File: src/rtl/serial_chunk_adder.sv
// Multi-cycle WIDTH-bit adder/subtractor that ripples one CHUNK-bit slice per clock, LSB first.
// Valid/ready handshakes on both sides; a finished result can hand over to a new operand same edge.
module serial_chunk_adder #(
  parameter int unsigned WIDTH = 16,
  parameter int unsigned CHUNK = 4
) (
  input  logic             clk,
  input  logic             rst_n,
  input  logic             in_valid,
  output logic             in_ready,
  input  logic [WIDTH-1:0] a,
  input  logic [WIDTH-1:0] b,
  input  logic             c_in,
  input  logic             sub,
  output logic             out_valid,
  input  logic             out_ready,
  output logic [WIDTH-1:0] sum,
  output logic             c_out,
  output logic             ovf,
  output logic             busy
);

  localparam int unsigned NCHUNK = WIDTH / CHUNK;
  localparam int unsigned CntW   = (NCHUNK > 1) ? $clog2(NCHUNK) : 1;
  localparam logic [CntW-1:0]  LastCnt   = CntW'(NCHUNK - 1);
  localparam logic [WIDTH-1:0] ChunkMask = WIDTH'({CHUNK{1'b1}});

  if ((WIDTH % CHUNK) != 0) begin : gen_bad_chunk
    $error("CHUNK must divide WIDTH");
  end

  typedef enum logic [1:0] {StIdle, StRun, StDone} state_e;

  state_e           state_q;
  logic [WIDTH-1:0] a_q, b_q, sum_q;
  logic [CntW-1:0]  cnt_q;
  logic             carry_q, c_out_q, ovf_q, out_valid_q;

  logic [CHUNK-1:0] a_chunk, b_chunk, s_chunk;
  logic [CHUNK:0]   c_chain;
  logic [WIDTH-1:0] sum_upd;
  logic             accept;

  assign in_ready  = (state_q == StIdle) || ((state_q == StDone) && out_ready);
  assign accept    = in_valid && in_ready;
  assign out_valid = out_valid_q;
  assign busy      = (state_q != StIdle);
  assign sum       = sum_q;
  assign c_out     = c_out_q;
  assign ovf       = ovf_q;

  // One CHUNK-wide ripple slice, selected by the chunk counter.
  always_comb begin
    a_chunk = CHUNK'(a_q >> (cnt_q * CHUNK));
    b_chunk = CHUNK'(b_q >> (cnt_q * CHUNK));
    s_chunk = '0;
    c_chain = '0;
    c_chain[0] = carry_q;
    for (int i = 0; i < CHUNK; i++) begin
      s_chunk[i]   = a_chunk[i] ^ b_chunk[i] ^ c_chain[i];
      c_chain[i+1] = (a_chunk[i] & b_chunk[i]) | (c_chain[i] & (a_chunk[i] ^ b_chunk[i]));
    end
    sum_upd = (sum_q & ~(ChunkMask << (cnt_q * CHUNK)))
            | (WIDTH'(s_chunk) << (cnt_q * CHUNK));
  end

  always_ff @(posedge clk or negedge rst_n) begin
    if (!rst_n) begin
      state_q     <= StIdle;
      a_q         <= '0;
      b_q         <= '0;
      sum_q       <= '0;
      cnt_q       <= '0;
      carry_q     <= 1'b0;
      c_out_q     <= 1'b0;
      ovf_q       <= 1'b0;
      out_valid_q <= 1'b0;
    end else if (accept) begin
      // Subtraction runs as a + ~b + ~c_in.
      a_q         <= a;
      b_q         <= b ^ {WIDTH{sub}};
      carry_q     <= c_in ^ sub;
      cnt_q       <= '0;
      out_valid_q <= 1'b0;
      state_q     <= StRun;
    end else begin
      unique case (state_q)
        StRun: begin
          sum_q   <= sum_upd;
          carry_q <= c_chain[CHUNK];
          if (cnt_q == LastCnt) begin
            c_out_q     <= c_chain[CHUNK];
            ovf_q       <= c_chain[CHUNK] ^ c_chain[CHUNK-1];
            out_valid_q <= 1'b1;
            state_q     <= StDone;
          end else begin
            cnt_q <= cnt_q + CntW'(1);
          end
        end
        StDone: begin
          if (out_ready) begin
            out_valid_q <= 1'b0;
            state_q     <= StIdle;
          end
        end
        default: ;
      endcase
    end
  end

endmodule

File: config.mk
export PLATFORM = sky130hd
export DESIGN_NAME = serial_chunk_adder
export DESIGN_NICKNAME = d
export VERILOG_FILES = /design/src/rtl/serial_chunk_adder.sv
export SDC_FILE = /design/constraint.sdc
export NUM_CORES = 1
export LEC_CHECK = 0
export ABC_AREA = 1
export CAP_MARGIN = 10
export CORE_MARGIN = 2
export CORE_UTILIZATION = 65
export DETAILED_ROUTE_END_ITERATION = 10
export DONT_BUFFER_PORTS = 1
export PLACE_DENSITY = 0.79
export SLEW_MARGIN = 25
export SYNTH_ARGS = -nofsm -noshare
export SYNTH_HDL_FRONTEND = slang
export SYNTH_SLANG_ARGS = --single-unit
File: constraint.sdc
create_clock -name clk -period 8.1 [get_ports clk]
set_input_delay 1.62 -clock clk [delete_from_list [all_inputs] [get_ports clk]]
set_output_delay 1.62 -clock clk [all_outputs]
set_load 0.02 [all_outputs]
Yosys cells after proc, flatten, opt, wreduce, memory -nomap -nowiden
Cells that the tools add are included.
{"block": "word_totals", "reg_bits": 56, "latch_bits": 0, "ram_bits": 0, "mem_bits_ro": 0, "input_bits": 38, "output_inout_bits": 21, "wordCells": 71, "mem_count": 0}
{"block": "op_classes", "addsub": 1, "n_mul": 0, "n_div": 0, "order_cmp": 0, "n_eq_ne": 6, "shifts": 4, "mux": 13, "bitwise_logic": 27, "n_reduce_logical": 11}
{"operator": ">> shifter 16 x 4 -> 4 bit", "n": 2}
{"operator": "bitwise AND 16 bit", "n": 1}
{"operator": "inverter 16 bit", "n": 1}
{"operator": "OR 16 bit", "n": 1}
{"operator": "left shift 4 x 4 -> 16 bit", "n": 1}
{"operator": "left shift 4 x 4 -> 16 bit, first input constant", "n": 1}
{"operator": "bitwise XOR 16 bit", "n": 1}
{"operator": "two-way mux 2 bit", "n": 6}
{"operator": "bitwise XOR 1 bit", "n": 10}
{"operator": "bitwise AND 1 bit", "n": 8}
{"operator": "!= test 3 bit, second input constant", "n": 2}
{"operator": "AND reduction 3 bit", "n": 2}
{"operator": "two-way mux 1 bit", "n": 5}
{"operator": "equality test 2 bit, second input constant", "n": 2}
{"operator": "OR 1 bit", "n": 4}
{"operator": "case mux 2 bit (2 select lines)", "n": 1}
{"operator": "AND reduction 2 bit", "n": 2}
{"operator": "nonzero test 2 bit", "n": 2}
{"operator": "nonzero test 3 bit", "n": 1}
{"operator": "adder 2 x 1 -> 2 bit, second input constant", "n": 1}
{"operator": "equality test 2 x 1 -> 1 bit, second input constant", "n": 1}
{"operator": "logical AND 1 bit", "n": 2}
{"operator": "logical NOT 2 bit", "n": 1}
{"operator": "!= test 2 bit, second input constant", "n": 1}
{"operator": "3 further kinds", "n": 3}

Depth between registers and ports, before layout
{"block": "depth", "depth_word": 12, "depth_mapped": 15, "mapped_depth_nobuf": 13}

Worst setup path before layout
No wires, ideal clock.
{"block": "synth_path", "path_type": "input to output", "start": "in out_ready", "end": "out in_ready", "arrival_ns": 2.061, "required_time_ns": 6.480, "setup_slack_ns": 4.419, "cell_stages": 2, "n_path_buf": 0, "cell_sequence": "inv_1 -> a21oi_1"}
{"block": "synth_via", "elab_chain_len": 2}
{"item": "start, declared", "line": "16", "rtl": "input logic out_ready,"}
{"item": "logical AND 1 bit", "line": "44", "rtl": "assign in_ready = (state_q == StIdle) || ((state_q == StDone) && out_ready);"}
{"item": "logical OR 1 bit", "line": "44"}
{"item": "end, declared", "line": "10", "rtl": "output logic in_ready,"}
Every way passes these cells.

Worst setup path in the final report
Same ends and word-level chain as after synthesis.

==> results.rst <==
.. list-table::
   :header-rows: 1

   * - Metric
     - Value
   * - Clk slew on worst S/H paths
     - 0.08 ns
   * - Buf+Inv Stages, Crit Path
     - 1
   * - Pre-antenna DRT Iters
     - 4
   * - Number of nets in the finished design
     - 347
   * - Vert. Die Dim
     - 68.7 um
   * - Net switching share of the total power
     - 46.4%
   * - Flip-flop cell with the highest count after synthesis
     - dfrtp_1
   * - DIE AREA
     - 4720 um^2
   * - Diodes inserted
     - 0
   * - Post-Route WL
     - 5110 um
   * - Number of library cell types mapped by synthesis
     - 22
   * - Final hold violations
     - 0
   * - Setup repair after global routing missed its margin
     - no
   * - Buffers from clock root to sink, at most
     - 2
   * - Post-route clock skew
     - 0.00916 ns
   * - Cell internal power dissipation
     - 0.000660 W
   * - Core Area
     - 4030 um^2
   * - Overflow left after global routing
     - 0
   * - Proportion of power drawn by flip-flops and latches
     - 44.8%
   * - Max-cap violations
     - 0
   * - Vias after detailed routing
     - 1965
   * - Sink count of the clock tree
     - 55
   * - Horizontal die dimension
     - 68.7 um
   * - Gp weighted congestion
     - 0.791
   * - Max IR drop VDD
     - 0.189 mV
   * - Via-per-instance ratio
     - 5.61
   * - Worst Setup Start Kind
     - input port
   * - Worst skew pair latency
     - 0.31 ns
   * - HPWL after DPL
     - 3590 um
   * - Number of buffer cells added on primary ports
     - 0
   * - Wire per inst
     - 14.6 um
   * - I/O pin total
     - 59
   * - Antenna violations before repair
     - 0
   * - Final std cell area, no fill
     - 2760 um^2
   * - Total net switching power
     - 0.000572 W
   * - Fin cells
     - 350
   * - TritonCTS buffer count
     - 5
   * - Layout cell share with drive strength beyond 1
     - 7.67%
   * - Slowest stage cell, crit path
     - a21oi_1
   * - Number of remaining DRC errors
     - 0
   * - CTS tree
     - yes
   * - Max-Slew Margin vs Limit
     - 45.6%
   * - Synth-to-Final Area Change
     - 1.47%
   * - Power share of the combinational group
     - 43.8%
   * - Number of enable-type register cells in the synthesized netlist
     - 0
   * - Starting DRT DRC Count
     - 127
   * - Peak Freq
     - 268 MHz
   * - Async set or reset register ratio after synthesis
     - 100%
   * - Status
     - finished clean
   * - DP Area
     - 2690 um^2
   * - Mapped cell area
     - 2720 um^2
   * - Sum Neg Setup Slack
     - 0 ns
   * - Share of the cycle needed by the critical path after routing
     - 46.1%
   * - Post-Synthesis Mean Instance Area
     - 8.84 um^2
   * - Wire length of the first global-routing pass
     - 8000 um
   * - Synth warnings
     - 0
   * - Vias in the first global route
     - 1791
   * - Transition at the pin with the smallest max-transition slack
     - 0.815 ns
   * - Buffer count from post-CTS setup fixing
     - 0
   * - Crit path time final
     - 3.73 ns
   * - Number of placed instances with taps included
     - 344
   * - Post_cts resized
     - 0
   * - Synthesis-stage register bit count
     - 55
   * - H-Tree Level Count
     - 2
   * - Hold Worst Slack
     - 0.484 ns
   * - Post-CTS Hold Buffers
     - 0
   * - Mapped Cells
     - 308
   * - Biggest fanout along the worst timing path
     - 3
   * - Category of the critical setup timing path
     - input port to output port
   * - Pin count of the biggest net entering global routing
     - 56
   * - Combined global-route utilization of all metal layers
     - 23.4%
   * - Ordered cell list for the critical path
     - inv_1 -> a21oi_1
   * - CP Capture Type
     - output port
   * - Final core utilization
     - 68.6%
   * - Number of slew-limit violations in the final report
     - 0
   * - Share of the yosys chip area belonging to registers
     - 50.6%
   * - Required time of the critical path
     - 6.48 ns
   * - Buffer type at the clock tree root
     - clkbuf_8
   * - Number of standard-cell rows in the floorplan
     - 23
   * - Ratio of total power to cell area
     - 446 nW/um^2
   * - Path category of the worst min-delay check
     - flop to flop
   * - Starting utilization of the core area
     - 67.6%
   * - Antenna-violating nets left
     - 0
   * - CP delay by family, top
     - compound AO/OA/AOI/OAI gates
   * - Pleak
     - 1.31 nW
   * - Arrival time at the worst endpoint
     - 2.11 ns
   * - Slowest cell delay on critical path
     - 0.46 ns
   * - Part of the power in the clock network
     - 11.3%
   * - Count of endpoints failing setup in the final report
     - 0
   * - Net count after synthesis
     - 354
through the flow:
stage	total power (W)	setup slack, ns
after floorplan	0.000976	4.42
after global placement	0.00107	4.40
after detailed placement	0.00110	4.36
after CTS	0.00123	4.36
after global routing	0.00135	4.33
final	0.00123	4.37
worst paths after layout:
| path | startpoint | slack (ns) | depth (start not counted) | end |
|---|---|---|---|---|
| setup / recovery | out_ready | 4.37 | 2 | in_ready |
| hold / removal | b_q[11] | 0.48 | 2 | b_q[11] |
| setup reg to reg | cnt_q[0] | 4.71 | 11 | sum[7] |
| hold reg to reg | b_q[11] | 0.48 | 2 | b_q[11] |
| max in group asynchronous | rst_n | 7.01 | 0 | a_q[0] |
| min in group asynchronous | rst_n | 0.99 | 0 | sum[10] |
routing by layer:
metal	track usage, %	wire, um	share of wire (%)
met1	30.2	2180	43
met2	38.8	2540	50
met3	5.36	307	6.0
met4	8.33	87	1.7
met5	0	0	0
worst min-delay path, delay by kind of cell (launching register included):
family / cells / cell delay, ns
DFF: 1 / 0.35
and+or+nand+nor: 1 / 0.06
AOI/OAI and AO/OA: 1 / 0.05
kinds of logic after synthesis:
logic type      share of synthesized area (%)
compound gates                           15.3
fa+ha+maj                                4.78
flops                                    50.6
simple gates                             17.3
xor+xnor                                 5.47
buf+inv                                  6.53
Yosys cell counts, types with 2 or more instances:
cell type | count | area (um^2)
o21ai_2 | 10 | 87.6
a21oi_1 | 7 | 35.0
fa_1 | 4 | 80.1
nand2_1 | 97 | 364
o211ai_1 | 2 | 15.0
nor2_1 | 12 | 45.0
buf_6 | 2 | 22.5
buf_4 | 5 | 37.5
o22ai_1 | 4 | 25.0
ha_1 | 4 | 50.1
dfrtp_1 | 55 | 1380
o21ai_1 | 4 | 20.0
nand4_1 | 2 | 12.5
inv_1 | 17 | 63.8
nand3_1 | 4 | 20.0
xnor2_1 | 17 | 149
o21ai_0 | 47 | 235
inv_2 | 5 | 18.8
buf_2 | 7 | 35.0
final cells by class:
class	instances	area, um^2
fill	325	1270
sequential	55	1380
tap	50	62.6
clock buffer	6	72.6
multi-input combinational	217	1170
inverter	22	82.6
sequential cells by signal, summed over array words and instances, names as in the netlist:
signal,flops
a_q,16
state_q,2
carry_q,1
c_out,1
sum,16
cnt_q,2
ovf,1
b_q,16
layout by cell type, fill, tap and decap left out, drive strengths merged:
master / Yosys / layout
dfrtp: 55 / 55
clkbuf: 0 / 6
fa: 4 / 4
xnor2: 17 / 17
a21oi: 7 / 7
nand4: 2 / 2
o22ai: 4 / 4
ha: 4 / 4
nand3: 5 / 5
nand2: 98 / 98
o21ai: 61 / 61
nor2: 13 / 13
o211ai: 2 / 2
inv: 22 / 22
power groups by stage:
stage,logic [W],registers [W],clock network [W]
after floorplan,0.000462,0.000514,0
after global placement,0.000514,0.000553,0
after detailed placement,0.000539,0.000557,0
after CTS,0.000542,0.000553,0.000139
after global routing,0.000623,0.000572,0.000152
final,0.000540,0.000553,0.000139
(Power assumes the default switching activity.)
